==> src/rtl/shape_cmd_pkg.sv <==
// Shared definitions for the shape command processor: SFR map, STATUS layout
// and engine state encoding.
package shape_cmd_pkg;

  localparam logic [1:0] ADDR_CTRL       = 2'd0;
  localparam logic [1:0] ADDR_STATUS     = 2'd1;
  localparam logic [1:0] ADDR_DONE_COUNT = 2'd2;

  localparam int STAT_ERR_SHAPE = 0;
  localparam int STAT_ERR_OVF   = 1;
  localparam int STAT_BUSY      = 2;
  localparam int STAT_LEVEL_LSB = 8;

  typedef enum logic {
    ST_IDLE = 1'b0,
    ST_EXEC = 1'b1
  } eng_state_t;

endpackage

==> src/rtl/shape_cmd_if.sv <==
// Register-bus interface between a host (master) and the shape command
// processor (slave).
interface shape_cmd_if #(
  parameter int DATA_WIDTH = 32
) ();

  logic                  write;
  logic [1:0]            addr;
  logic [DATA_WIDTH-1:0] write_data;
  logic                  read;
  logic [DATA_WIDTH-1:0] read_data;

  modport master (
    output write, addr, write_data, read,
    input  read_data
  );

  modport slave (
    input  write, addr, write_data, read,
    output read_data
  );

endinterface

==> src/rtl/shape_cmd_fifo.sv <==
// Circular-buffer command FIFO with an explicit 0..DEPTH occupancy counter.
module shape_cmd_fifo #(
  parameter  int WIDTH = 8,
  parameter  int DEPTH = 4,
  localparam int PTR_W = $clog2(DEPTH),
  localparam int LVL_W = PTR_W + 1
) (
  input  logic             clk,
  input  logic             rst_n,
  input  logic             push,
  input  logic [WIDTH-1:0] wdata,
  input  logic             pop,
  output logic [WIDTH-1:0] rdata,
  output logic             full,
  output logic             empty,
  output logic [LVL_W-1:0] level
);

  logic [WIDTH-1:0] mem [DEPTH];
  logic [PTR_W-1:0] wr_ptr;
  logic [PTR_W-1:0] rd_ptr;
  logic             push_ok;
  logic             pop_ok;

  assign full    = (level == LVL_W'(DEPTH));
  assign empty   = (level == '0);
  assign push_ok = push && !full;
  assign pop_ok  = pop && !empty;
  assign rdata   = mem[rd_ptr];

  // Storage carries no reset; only pointers and level define validity.
  always_ff @(posedge clk) begin
    if (push_ok) mem[wr_ptr] <= wdata;
  end

  always_ff @(posedge clk or negedge rst_n) begin
    if (!rst_n) begin
      wr_ptr <= '0;
      rd_ptr <= '0;
      level  <= '0;
    end else begin
      if (push_ok) wr_ptr <= wr_ptr + PTR_W'(1);
      if (pop_ok)  rd_ptr <= rd_ptr + PTR_W'(1);
      case ({push_ok, pop_ok})
        2'b10:   level <= level + LVL_W'(1);
        2'b01:   level <= level - LVL_W'(1);
        default: level <= level;
      endcase
    end
  end

endmodule

==> src/rtl/shape_cmd_processor.sv <==
// Bus-slave shape command processor: validates CTRL writes, queues legal
// commands and executes them one by one for operation+1 cycles each.
module shape_cmd_processor
  import shape_cmd_pkg::*;
#(
  parameter int DATA_WIDTH  = 32,
  parameter int SHAPE_WIDTH = 2,
  parameter int OP_WIDTH    = 5,
  parameter int DEPTH       = 4,
  parameter int CNT_WIDTH   = 16
) (
  input  logic           clk,
  input  logic           rst_n,
  shape_cmd_if.slave     bus,
  output logic           error,
  output logic           busy,
  output logic           done
);

  localparam int LVL_W = $clog2(DEPTH) + 1;
  localparam int CMD_W = SHAPE_WIDTH + OP_WIDTH;

  typedef struct packed {
    logic [SHAPE_WIDTH-1:0] shape;
    logic [OP_WIDTH-1:0]    operation;
  } shape_cmd_t;

  shape_cmd_t            wr_cmd;
  shape_cmd_t            ctrl_q;
  shape_cmd_t            head_cmd;
  logic                  shape_ok;
  logic                  ctrl_wr;
  logic                  status_wr;
  logic                  push;
  logic                  pop;
  logic                  full;
  logic                  empty;
  logic [LVL_W-1:0]      level;
  logic                  set_shape;
  logic                  set_ovf;
  logic                  err_shape;
  logic                  err_ovf;
  eng_state_t            state_q;
  eng_state_t            state_d;
  logic [OP_WIDTH-1:0]   cnt_q;
  logic [CNT_WIDTH-1:0]  done_cnt;
  logic [DATA_WIDTH-1:0] rd_val;
  logic                  unused_bits;

  assign wr_cmd.shape     = bus.write_data[16 +: SHAPE_WIDTH];
  assign wr_cmd.operation = bus.write_data[0 +: OP_WIDTH];
  assign shape_ok         = $onehot(wr_cmd.shape);
  assign ctrl_wr          = bus.write && (bus.addr == ADDR_CTRL);
  assign status_wr        = bus.write && (bus.addr == ADDR_STATUS);

  // Shape legality is judged first; a full FIFO only matters for legal commands.
  assign push      = ctrl_wr && shape_ok && !full;
  assign set_shape = ctrl_wr && !shape_ok;
  assign set_ovf   = ctrl_wr && shape_ok && full;

  assign unused_bits = ^{bus.write_data, head_cmd.shape};

  shape_cmd_fifo #(
    .WIDTH (CMD_W),
    .DEPTH (DEPTH)
  ) u_fifo (
    .clk   (clk),
    .rst_n (rst_n),
    .push  (push),
    .wdata (wr_cmd),
    .pop   (pop),
    .rdata (head_cmd),
    .full  (full),
    .empty (empty),
    .level (level)
  );

  always_ff @(posedge clk or negedge rst_n) begin
    if (!rst_n) begin
      ctrl_q <= '0;
    end else if (push) begin
      ctrl_q <= wr_cmd;
    end
  end

  // Sticky causes: a same-cycle set beats the write-1-to-clear.
  always_ff @(posedge clk or negedge rst_n) begin
    if (!rst_n) begin
      err_shape <= 1'b0;
      err_ovf   <= 1'b0;
    end else begin
      err_shape <= set_shape || (err_shape && !(status_wr && bus.write_data[STAT_ERR_SHAPE]));
      err_ovf   <= set_ovf   || (err_ovf   && !(status_wr && bus.write_data[STAT_ERR_OVF]));
    end
  end

  assign error = err_shape | err_ovf;

  always_ff @(posedge clk or negedge rst_n) begin
    if (!rst_n) state_q <= ST_IDLE;
    else        state_q <= state_d;
  end

  always_comb begin
    state_d = state_q;
    unique case (state_q)
      ST_IDLE: if (!empty) state_d = ST_EXEC;
      ST_EXEC: if ((cnt_q == '0) && empty) state_d = ST_IDLE;
      default: state_d = ST_IDLE;
    endcase
  end

  always_comb begin
    pop  = 1'b0;
    done = 1'b0;
    unique case (state_q)
      ST_IDLE: pop = !empty;
      ST_EXEC: begin
        if (cnt_q == '0) begin
          done = 1'b1;
          pop  = !empty;
        end
      end
      default: ;
    endcase
  end

  assign busy = (state_q == ST_EXEC);

  always_ff @(posedge clk or negedge rst_n) begin
    if (!rst_n) begin
      cnt_q <= '0;
    end else if (pop) begin
      cnt_q <= head_cmd.operation;
    end else if (busy) begin
      cnt_q <= cnt_q - OP_WIDTH'(1);
    end
  end

  always_ff @(posedge clk or negedge rst_n) begin
    if (!rst_n)    done_cnt <= '0;
    else if (done) done_cnt <= done_cnt + CNT_WIDTH'(1);
  end

  always_comb begin
    rd_val = '0;
    case (bus.addr)
      ADDR_CTRL: begin
        rd_val[16 +: SHAPE_WIDTH] = ctrl_q.shape;
        rd_val[0 +: OP_WIDTH]     = ctrl_q.operation;
      end
      ADDR_STATUS: begin
        rd_val[STAT_ERR_SHAPE]          = err_shape;
        rd_val[STAT_ERR_OVF]            = err_ovf;
        rd_val[STAT_BUSY]               = busy;
        rd_val[STAT_LEVEL_LSB +: LVL_W] = level;
      end
      ADDR_DONE_COUNT: rd_val[CNT_WIDTH-1:0] = done_cnt;
      default: rd_val = '0;
    endcase
  end

  // Sampled from current register state, so a same-cycle write is not visible.
  always_ff @(posedge clk or negedge rst_n) begin
    if (!rst_n)        bus.read_data <= '0;
    else if (bus.read) bus.read_data <= rd_val;
  end

endmodule

==> src/flat_wrapper.sv <==
// flat-port wrapper written by rule: the top's interface ports become plain ports
module shape_cmd_processor_flat import shape_cmd_pkg::*;
#(
  parameter int DATA_WIDTH  = 32,
  parameter int SHAPE_WIDTH = 2,
  parameter int OP_WIDTH    = 5,
  parameter int DEPTH       = 4,
  parameter int CNT_WIDTH   = 16
)
  (clk, rst_n, error, busy, done, bus_write, bus_addr, bus_write_data, bus_read, bus_read_data);
  shape_cmd_if #(.DATA_WIDTH(DATA_WIDTH)) bus_i ();
  input  logic clk;
  input  logic rst_n;
  output logic error;
  output logic busy;
  output logic done;
  input wire logic [$bits(bus_i.write)-1:0] bus_write;
  input wire logic [$bits(bus_i.addr)-1:0] bus_addr;
  input wire logic [$bits(bus_i.write_data)-1:0] bus_write_data;
  input wire logic [$bits(bus_i.read)-1:0] bus_read;
  output wire logic [$bits(bus_i.read_data)-1:0] bus_read_data;
  assign bus_i.write = bus_write;
  assign bus_i.addr = bus_addr;
  assign bus_i.write_data = bus_write_data;
  assign bus_i.read = bus_read;
  assign bus_read_data = bus_i.read_data;
  shape_cmd_processor #(.DATA_WIDTH(DATA_WIDTH), .SHAPE_WIDTH(SHAPE_WIDTH), .OP_WIDTH(OP_WIDTH), .DEPTH(DEPTH), .CNT_WIDTH(CNT_WIDTH)) u_core (.clk(clk), .rst_n(rst_n), .bus(bus_i), .error(error), .busy(busy), .done(done));
endmodule
==> config.mk <==
export PLATFORM = sky130hd
export DESIGN_NAME = shape_cmd_processor_flat
export DESIGN_NICKNAME = d
export VERILOG_FILES = /design/src/rtl/shape_cmd_pkg.sv /design/src/rtl/shape_cmd_if.sv /design/src/rtl/shape_cmd_fifo.sv /design/src/rtl/shape_cmd_processor.sv /design/src/flat_wrapper.sv
export SDC_FILE = /design/constraint.sdc
export NUM_CORES = 1
export LEC_CHECK = 0
export ABC_AREA = 0
export BUFFER_PORTS_ARGS = -buffer_cell sky130_fd_sc_hd__buf_2
export CAP_MARGIN = 20
export CORE_ASPECT_RATIO = 1.5
export CORE_MARGIN = 1
export CORE_UTILIZATION = 50
export CTS_CLUSTER_SIZE = 8
export DETAILED_ROUTE_END_ITERATION = 10
export GPL_TIMING_DRIVEN = 0
export PLACE_DENSITY = 0.73
export SETUP_SLACK_MARGIN = 0.05
export SLEW_MARGIN = 30
export SYNTH_ARGS = -nofsm -noshare
export SYNTH_HDL_FRONTEND = slang
export SYNTH_HIERARCHICAL = 1
export SYNTH_SLANG_ARGS = --single-unit
==> constraint.sdc <==
create_clock -name clk -period 4.5 [get_ports clk]
set_input_delay 0.9 -clock clk [delete_from_list [all_inputs] [get_ports clk]]
set_output_delay 0.9 -clock clk [all_outputs]
set_load 0.005 [all_outputs]
==> summary.txt, run 1 <==
Run status
  • Status: complete, but fails checks
  • Failing checks: DRC

Synthesis
  • Mapped cell area: 0.00354 mm^2
  • Yosys Warn Count: 6
  • Mean Syn Cell Area: 12.1 um^2
  • Cells after Synth: 292

Clocking
  • # clock sinks: 76
  • Max clock buf depth: 2
  • Setup Fix Bufs, Post-CTS: 0
  • Clock slew at reported path FFs: 80 ps
  • Post-CTS sizing: 0
  • Cts hold-fix bufs: 0
  • Clock latency on the worst-skew pair: 350 ps
  • H-tree levels: 3
  • Inserted Clock Buffers: 9
  • CTS tree: yes
  • Root Driver: clkbuf_8

Global route
  • Global-route usage over all layers: 19.7%
  • Initial antenna violation count: 0
  • Number of global-route vias before repair: 2331
  • GRT overflow: 0
  • First-pass GRT wire length: 11000 um
  • Largest net degree at the start of global routing: 57

Routing
  • Wire per inst: 14.9 um
  • WL final: 6450 um
  • Routed vias: 2288
  • Drt first pass iters: 7
  • # DRC: 9
  • Initial DRC count: 141
  • Via-to-Cell Ratio: 5.30
  • Routed Antenna Nets: 0

Power
  • Power density cells: 488 mW/mm^2
  • Clock power share: 27.8%
  • Cell-internal power: 1.39 mW
  • Worst VDD drop: 0.000303 V
  • P_leak: 1.85 nW
  • Net Sw Frac: 29.9%
  • Sequential fraction of design power: 47.3%
  • Switching pwr: 0.593 mW
  • Tot Pwr: 1.98 mW
  • Comb pwr share: 24.9%

Timing
  • Total Neg Setup Slack: 0 ps
  • Clock Skews: 7.75 ps
  • Worst-margin pin slew: 696 ps
  • Worst slew margin: 53.6%
  • Tmin final: 3270 ps
  • Max-slew violations: 0
  • Fmax: 306 MHz
  • Final Worst Setup Slack: 1230 ps
  • Final setup violation count: 0
  • RSZ-0062 raised after global routing: no
  • Hold Fails Final Rpt: 0
  • Final Cycle Share: 72.6%
  • Fin Hold WS: 494 ps

Finish
  • Layout area overhead: 14.7%
  • Inserted Diodes: 0
  • Register area: 0.00200 mm^2
  • Final #Nets: 399
  • Fillers: 596
  • Area occupied by multi-input gates: 0.00131 mm^2
  • Fraction of layout cells with a size suffix above 1: 24.6%

Critical path
  • Worst path required time: 4770 ps
  • CP arrival: 3540 ps
  • Worst Setup Start Kind: input port
  • CP Class: in -> reg
  • Worst-path maximum fanout: 9
  • CP endpoint kind: register

Floorplan
  • Chip width: 70.7 um
  • Cell row count: 37
  • Starting density of the core: 51.7%
  • Ports: 73
  • Core area: 0.00685 mm^2
  • Die span in y: 105 um
  • Die ar.: 0.00743 mm^2

Run
  • Max-cap violation count: 0

Place
  • Dpl hpwl: 4740 um
  • GPL Wtd Cong: 0.774
  • IO buf count: 33
  • Pre-CTS WS: 853 ps

Hold path
  • Worst hold path class: reg -> reg
-- worst paths after layout --
check / start / end / slack (ps) / depth (start not counted)
worst max-delay path: bus_addr[0] / u_core/u_fifo/level[1]$_DFFE_PN0P_ / 1230 / 12
worst min-delay path: u_core/done_cnt[15]$_DFFE_PN0P_ / u_core/done_cnt[15]$_DFFE_PN0P_ / 490 / 1
worst max register to register: u_core/cnt_q[0]$_DFFE_PN0P_ / u_core/u_fifo/level[2]$_DFFE_PN0P_ / 1490 / 12
worst min register to register: u_core/done_cnt[15]$_DFFE_PN0P_ / u_core/done_cnt[15]$_DFFE_PN0P_ / 490 / 1
max in group asynchronous: rst_n / u_core/cnt_q[1]$_DFFE_PN0P_ / 3450 / 1
min in group asynchronous: rst_n / u_core/bus.read_data[14]$_DFFE_PN0P_ / 590 / 1
-- routing by layer --
metal	routed length, um	vias to the layer above	part of all wire, %	GRT usage (%)
li1	-	1106	-	-
met1	2650	1119	41	23.1
met2	3400	49	53	32.9
met3	267	14	4.1	5.11
met4	142	0	2.2	10.1
met5	0	-	0	0
-- placed cells by master (no fill, tap or decap), drive strengths merged, types with 2 or more instances in the layout --
master,instances
dfrtp,56
buf,50
inv,28
clkbuf,21
edfxtp,20
nand3,14
o21ai,14
conb,14
xnor2,13
nand2,13
nor2,11
ha,11
xor2,9
mux2,8
a21oi,6
a22oi,6
o22ai,6
nand4,5
and3,5
mux4,5
nor3,5
and2,4
a222oi,3
bufinv,2
o31ai,2
clkinv,2
nor2b,2
-- metrics by stage --
step	instances	utilization (%)	cell area [um^2]
floorplan	305	-	3590
global route	432	59.3	4060
finish	432	59.3	4060
detailed placement	416	56.2	3850
global placement	416	56.2	3850
CTS	432	59.3	4060
-- flip-flops by register name (all words and copies together) (netlist names) --
signal and cells:
u_core/u_fifo/mem 20, u_core/done_cnt 16, u_core/busy 1, u_core/cnt_q 5, u_core/bus.read_data 18, u_core/u_fifo/level 3, u_core/err_shape 1, u_core/u_fifo/wr_ptr 2
u_core/ctrl_q 7, u_core/u_fifo/rd_ptr 2, u_core/err_ovf 1
-- area by class of cell --
class,instances,share of cell area (%)
tap,78,2.40
multi-input combinational,174,32.3
clock buffer,11,3.23
timing repair buffer,33,4.13
clock inverter,5,1.88
inverter,28,2.59
sequential,76,49.3
buffer,27,4.19
-- power by group through the flow --
stage / Clock [mW] / Combinational, mW / Sequential, mW
floorplan: 0 / 0.387 / 0.918
global placement: 0 / 0.474 / 0.946
detailed placement: 0 / 0.493 / 0.950
CTS: 0.564 / 0.496 / 0.937
global route: 0.589 / 0.564 / 0.956
finish: 0.551 / 0.493 / 0.937
-- critical path, cell delays in order --
cell and delay [ps]:
buf_2 120, inv_1 80, ha_1 140, clkbuf_1 360, nand2_1 150, nor3_2 520, nor2b_4 360, inv_1 70
ha_1 220, inv_1 70, fa_1 400, mux2i_1 150
Power figures use the tool's default switching activity.
==> run 2: changes to the inputs <==
clock period = 3.23 ns   (was 4.5 ns; I/O delays follow)
==> summary.txt, run 2 (synthesized netlist as in run 1, its figures left out) <==
Run status
  • Status: complete, but fails checks
  • Failing checks: DRC

Clocking
  • Clock latency on the worst-skew pair: 350 ps
  • Setup Fix Bufs, Post-CTS: 0
  • CTS tree: yes
  • Cts hold-fix bufs: 0
  • Inserted Clock Buffers: 9
  • Root Driver: clkbuf_8
  • Clock slew at reported path FFs: 80 ps
  • H-tree levels: 3
  • Post-CTS sizing: 0
  • # clock sinks: 76
  • Max clock buf depth: 2

Critical path
  • Crit path largest cell delay: 470 ps
  • Worst path required time: 3500 ps
  • Crit path cell chain: inv_1, ha_1, or4b_4, buf_6, a21oi_2, o31a_2, ha_1, inv_1, fa_1, xor2_1, nor2_1, xor2_1
  • Setup slack, reg-to-reg: 360 ps
  • Worst-path maximum fanout: 6
  • Worst Setup Start Kind: register
  • Reg2reg path depth: 12
  • Crit-path slowest cell: or4b_4
  • Crit Reg-Reg Startpoint: u_core/cnt_q[0]$_DFFE_PN0P_
  • RR Endpoint: u_core/u_fifo/level[2]$_DFFE_PN0P_
  • Crit path buf inv count: 3
  • Crit path max-delay family: adder cells
  • CP endpoint kind: register
  • CP arrival: 3150 ps
  • CP Class: reg -> reg

Power
  • Worst VDD drop: 0.000423 V
  • Switching pwr: 0.831 mW
  • Sequential fraction of design power: 47.3%
  • Power density cells: 679 mW/mm^2
  • Clock power share: 27.7%
  • Net Sw Frac: 30.0%
  • P_leak: 1.85 nW
  • Cell-internal power: 1.93 mW
  • Comb pwr share: 25.0%

Timing
  • Final setup violation count: 0
  • Worst slew margin: 52.1%
  • Fin Hold WS: 333 ps
  • RSZ-0062 raised after global routing: no
  • Max-slew violations: 0
  • Clock Skews: 7.55 ps
  • Worst-margin pin slew: 712 ps
  • Final Cycle Share: 89.0%
  • Final Worst Setup Slack: 356 ps
  • Fmax: 348 MHz
  • Tmin final: 2870 ps
  • Hold Fails Final Rpt: 0

Global route
  • Largest net degree at the start of global routing: 57
  • GRT overflow: 0
  • Global-route usage over all layers: 19.7%
  • First-pass GRT wire length: 11000 um
  • Initial antenna violation count: 0
  • Number of global-route vias before repair: 2331

Finish
  • Number of flip-flops in the largest register: 20
  • Inserted Diodes: 0
  • Biggest register: u_core/u_fifo/mem
  • Largest regs: u_core/u_fifo/mem x20, u_core/bus.read_data x18, u_core/done_cnt x16
  • Fraction of layout cells with a size suffix above 1: 24.9%
  • Most frequent cells in the layout: dfrtp_1 (56), buf_2 (33), inv_1 (28)
  • Final #Nets: 399
  • Commonest non-fill, non-tap cell in the layout: dfrtp_1
  • Layout area overhead: 15.0%

Place
  • GPL Wtd Cong: 0.774
  • Dpl hpwl: 4740 um
  • Pre-CTS WS: -163 ps
  • IO buf count: 33

Routing
  • Wire per inst: 14.9 um
  • Routed Antenna Nets: 0
  • # DRC: 10
  • Via-to-Cell Ratio: 5.30
  • Drt first pass iters: 8
  • WL final: 6450 um
  • Routed vias: 2290
  • Initial DRC count: 155

Hold path
  • Worst hold path class: in -> async

Floorplan
  • Die span in y: 105 um
  • Ports: 73
  • Core area: 0.00685 mm^2
  • Cell row count: 37
  • Chip width: 70.7 um
  • Die ar.: 0.00743 mm^2
  • Starting density of the core: 51.7%

Run
  • Max-cap violation count: 0
==> run 2: cell counts in the layout (fill, tap and decap cells not counted) <==
No cell type changed its count.
==> run 2: per-layer routing <==
layer  vias up  GRT usage [%]  part of all wire (%)
li1       1110              -                     -
met1      1110           23.1                    41
met2        56           32.9                    52
met3        14           5.11                   4.6
met4         0           10.1                   2.4
met5         -              0                     0
==> run 2: worst max-delay path by stage <==
stage,from,to,slack (ps),cells after the start
2_1_floorplan,bus_addr[0],u_core/u_fifo/level[2]$_DFFE_PN0P_,430,13
3_3_place_gp,bus_addr[0],u_core/u_fifo/level[2]$_DFFE_PN0P_,-50,14
3_5_place_dp,bus_addr[0],u_core/u_fifo/level[1]$_DFFE_PN0P_,-160,12
4_1_cts,u_core/cnt_q[0]$_DFFE_PN0P_,u_core/u_fifo/level[2]$_DFFE_PN0P_,210,12
5_1_grt,bus_addr[1],u_core/u_fifo/level[2]$_DFFE_PN0P_,80,14
6_report,u_core/cnt_q[0]$_DFFE_PN0P_,u_core/u_fifo/level[2]$_DFFE_PN0P_,360,12
==> run 2: stage by stage <==
| stage | instances | area, um^2 | total power, mW | setup TNS, ps | util [%] |
|---|---|---|---|---|---|
| 2_1_floorplan | 305 | 3590 | 1.82 | 0 | - |
| 3_3_place_gp | 416 | 3850 | 1.98 | -63.3 | 56.2 |
| 3_5_place_dp | 416 | 3850 | 2.01 | -324 | 56.2 |
| 4_1_cts | 432 | 4060 | 2.78 | 0 | 59.3 |
| 5_1_grt | 432 | 4070 | 2.94 | 0 | 59.4 |
| 6_report | 432 | 4070 | 2.77 | 0 | 59.4 |
==> run 2: final cells by class <==
| type | count | area, um^2 |
|---|---|---|
| multi-input cells | 174 | 1320 |
| clock inverters | 5 | 76.3 |
| inverters | 28 | 105 |
| flip-flops and latches | 76 | 2000 |
| plain buffers | 27 | 170 |
| repair buffers | 33 | 168 |
| fillers | 593 | 2780 |
| well taps | 78 | 97.6 |
| clock buffers | 11 | 131 |
==> run 2: worst register-to-register path, delay by kind of cell (launching register included) <==
family                     cells  cell delay, ps
AOI/OAI and AO/OA              2             470
xor gates and xnor gates       2             300
adders and majority gates      3             750
buffers and inverters          3             290
DFF                            1             420
and+or+nand+nor                2             580
==> run 2: power groups by stage <==
stage               Clock [mW]  Combinational (mW)  Sequential (mW)
detailed placement           0               0.687             1.32
floorplan                    0               0.539             1.28
finish                   0.767               0.692             1.31
global route             0.821               0.791             1.33
CTS                      0.786               0.691             1.31
global placement             0               0.661             1.32
==> run 3: changes to the inputs <==
ABC_AREA = 1   (was 0)
CELL_PAD_IN_SITES_DETAIL_PLACEMENT = 1   (was unset)
CELL_PAD_IN_SITES_GLOBAL_PLACEMENT = 2   (was unset)
CORE_MARGIN = 2   (was 1)
CORE_UTILIZATION = 34   (was 50)
PLACE_DENSITY = unset   (was 0.73)
PLACE_DENSITY_LB_ADDON = 0.1   (was unset)
==> summary.txt, run 3 <==
Clocking
  • H-tree levels: 3
  • Cts hold-fix bufs: 0
  • Inserted Clock Buffers: 9
  • Post-CTS sizing: 0
  • Root Driver: clkbuf_16
  • CTS tree: yes
  • Clock slew at reported path FFs: 60 ps
  • Clock latency on the worst-skew pair: 340 ps
  • # clock sinks: 76
  • Max clock buf depth: 2
  • Setup Fix Bufs, Post-CTS: 0

Place
  • GPL Wtd Cong: 0.784
  • Dpl hpwl: 7590 um
  • Area after DPL: 0.00428 mm^2
  • Cell total after placement: 633
  • IO buf count: 33
  • Pre-CTS WS: 373 ps

Synthesis
  • Cells after Synth: 440
  • Yosys Warn Count: 6
  • Mean Syn Cell Area: 8.82 um^2
  • Mapped cell area: 0.00388 mm^2

Floorplan
  • Core area: 0.0111 mm^2
  • Die span in y: 135 um
  • Ports: 73
  • Die ar.: 0.0123 mm^2
  • Starting density of the core: 35.1%
  • Chip width: 91.2 um
  • Cell row count: 47

Global route
  • GRT overflow: 0
  • Global-route usage over all layers: 17.6%
  • Initial antenna violation count: 0
  • Number of global-route vias before repair: 3275
  • First-pass GRT wire length: 16400 um
  • Largest net degree at the start of global routing: 57

Power
  • Switching pwr: 1.03 mW
  • Comb pwr share: 26.1%
  • Net Sw Frac: 33.2%
  • Worst VDD drop: 0.000277 V
  • Power density cells: 679 mW/mm^2
  • P_leak: 2.20 nW
  • Cell-internal power: 2.08 mW
  • Sequential fraction of design power: 40.9%
  • Clock power share: 32.9%

Critical path
  • Worst Setup Start Kind: input port
  • CP arrival: 2740 ps
  • CP Class: in -> reg
  • CP endpoint kind: register
  • Setup slack, reg-to-reg: 810 ps
  • Worst path required time: 3490 ps
  • Worst-path maximum fanout: 12

Routing
  • WL final: 9890 um
  • Routed vias: 2997
  • Routed Antenna Nets: 0
  • Initial DRC count: 92
  • Via-to-Cell Ratio: 4.62
  • # DRC: 0
  • Drt first pass iters: 4
  • Wire per inst: 15.2 um

Finish
  • Final #Nets: 547
  • Most frequent cells in the layout: nand2_1 (137), dfrtp_1 (56), inv_1 (52)
  • Fin util: 41.5%
  • Layout area overhead: 18.1%
  • Biggest register: u_core/u_fifo/mem
  • Inserted Diodes: 0
  • Commonest non-fill, non-tap cell in the layout: nand2_1
  • Fraction of layout cells with a size suffix above 1: 18.1%
  • Finished Cell Area: 0.00459 mm^2
  • Post-Layout Cell Count: 649
  • Number of flip-flops in the largest register: 20
  • Largest regs: u_core/u_fifo/mem x20, u_core/bus.read_data x18, u_core/done_cnt x16

Timing
  • Fmax: 403 MHz
  • Worst slew margin: 49.3%
  • Tmin final: 2480 ps
  • Clock Skews: 7.59 ps
  • Final Worst Setup Slack: 747 ps
  • Final setup violation count: 0
  • Final Cycle Share: 76.9%
  • RSZ-0062 raised after global routing: no
  • Max-slew violations: 0
  • Worst-margin pin slew: 760 ps
  • Total Neg Setup Slack: 0 ps
  • Hold Fails Final Rpt: 0

Hold path
  • Worst hold path class: in -> async

Run status
  • Status: completed

Run
  • Max-cap violation count: 0
==> run 3: changes by cell type in the layout (fill, tap and decap cells not counted), moves of 8 or more <==
cell	before	now
nand2_1	13	137
inv_1	28	52
o211ai_1	1	14
o21ai_0	14	27
nand3_1	14	25
nor2_1	11	22
clkbuf_1	12	2
clkbuf_16	0	9
clkbuf_8	9	1
==> run 3: worst paths after layout <==
check | start | endpoint | cells past startpoint
worst max-delay path | bus_addr[0] | u_core/u_fifo/level[1]$_DFFE_PN0P_ | 11
worst min-delay path | rst_n | u_core/ctrl_q[6]$_DFFE_PN0P_ | 1
worst max register to register | u_core/cnt_q[0]$_DFFE_PN0P_ | u_core/u_fifo/level[2]$_DFFE_PN0P_ | 15
worst min register to register | u_core/bus.read_data[13]$_DFFE_PN0P_ | u_core/bus.read_data[13]$_DFFE_PN0P_ | 2
max in group asynchronous | rst_n | u_core/cnt_q[4]$_DFFE_PN0P_ | 1
min in group clk | u_core/bus.read_data[13]$_DFFE_PN0P_ | u_core/bus.read_data[13]$_DFFE_PN0P_ | 2
==> run 3: worst max-delay path, stage by stage <==
cell and delay [ps]:
buf_2 120, inv_1 80, ha_1 300, nand3_2 190, nor2_4 150, buf_6 170
nand2_2 140, ha_1 270, inv_1 100, fa_1 420, o21ai_0 170
==> run 3: metrics by stage <==
| step | power [mW] | hold WS, ps |
|---|---|---|
| after floorplan | 1.86 | 350 |
| after global placement | 2.10 | 468 |
| after detailed placement | 2.12 | 471 |
| after CTS | 3.16 | 413 |
| after global routing | 3.32 | 431 |
| final | 3.11 | 378 |
==> run 3: power groups by stage <==
stage,clock network (mW),logic (mW),registers (mW)
after global routing,1.10,0.933,1.30
after CTS,1.05,0.834,1.28
final,1.03,0.814,1.27
after global placement,0,0.807,1.29
after floorplan,0,0.601,1.26
after detailed placement,0,0.825,1.29
==> run 3: layout make-up <==
class | instances | area (um^2)
Inverter | 58 | 220
Sequential cell | 76 | 2000
Buffer | 22 | 173
Clock inverter | 5 | 61.3
Timing Repair Buffer | 33 | 168
Multi-Input combinational cell | 297 | 1540
Fill cell | 1382 | 6470
Clock buffer | 11 | 243
Tap cell | 147 | 184
==> run 3: layer usage <==
layer  vias to the layer above  share of wire (%)  wire length (um)  track usage, %
met3                        14                2.2               218            2.96
met5                         -                  0                 0               0
met4                         0                2.6               261            8.08
met2                        30                 57              5660            33.7
li1                       1493                  -                 -               -
met1                      1460                 38              3750            18.5
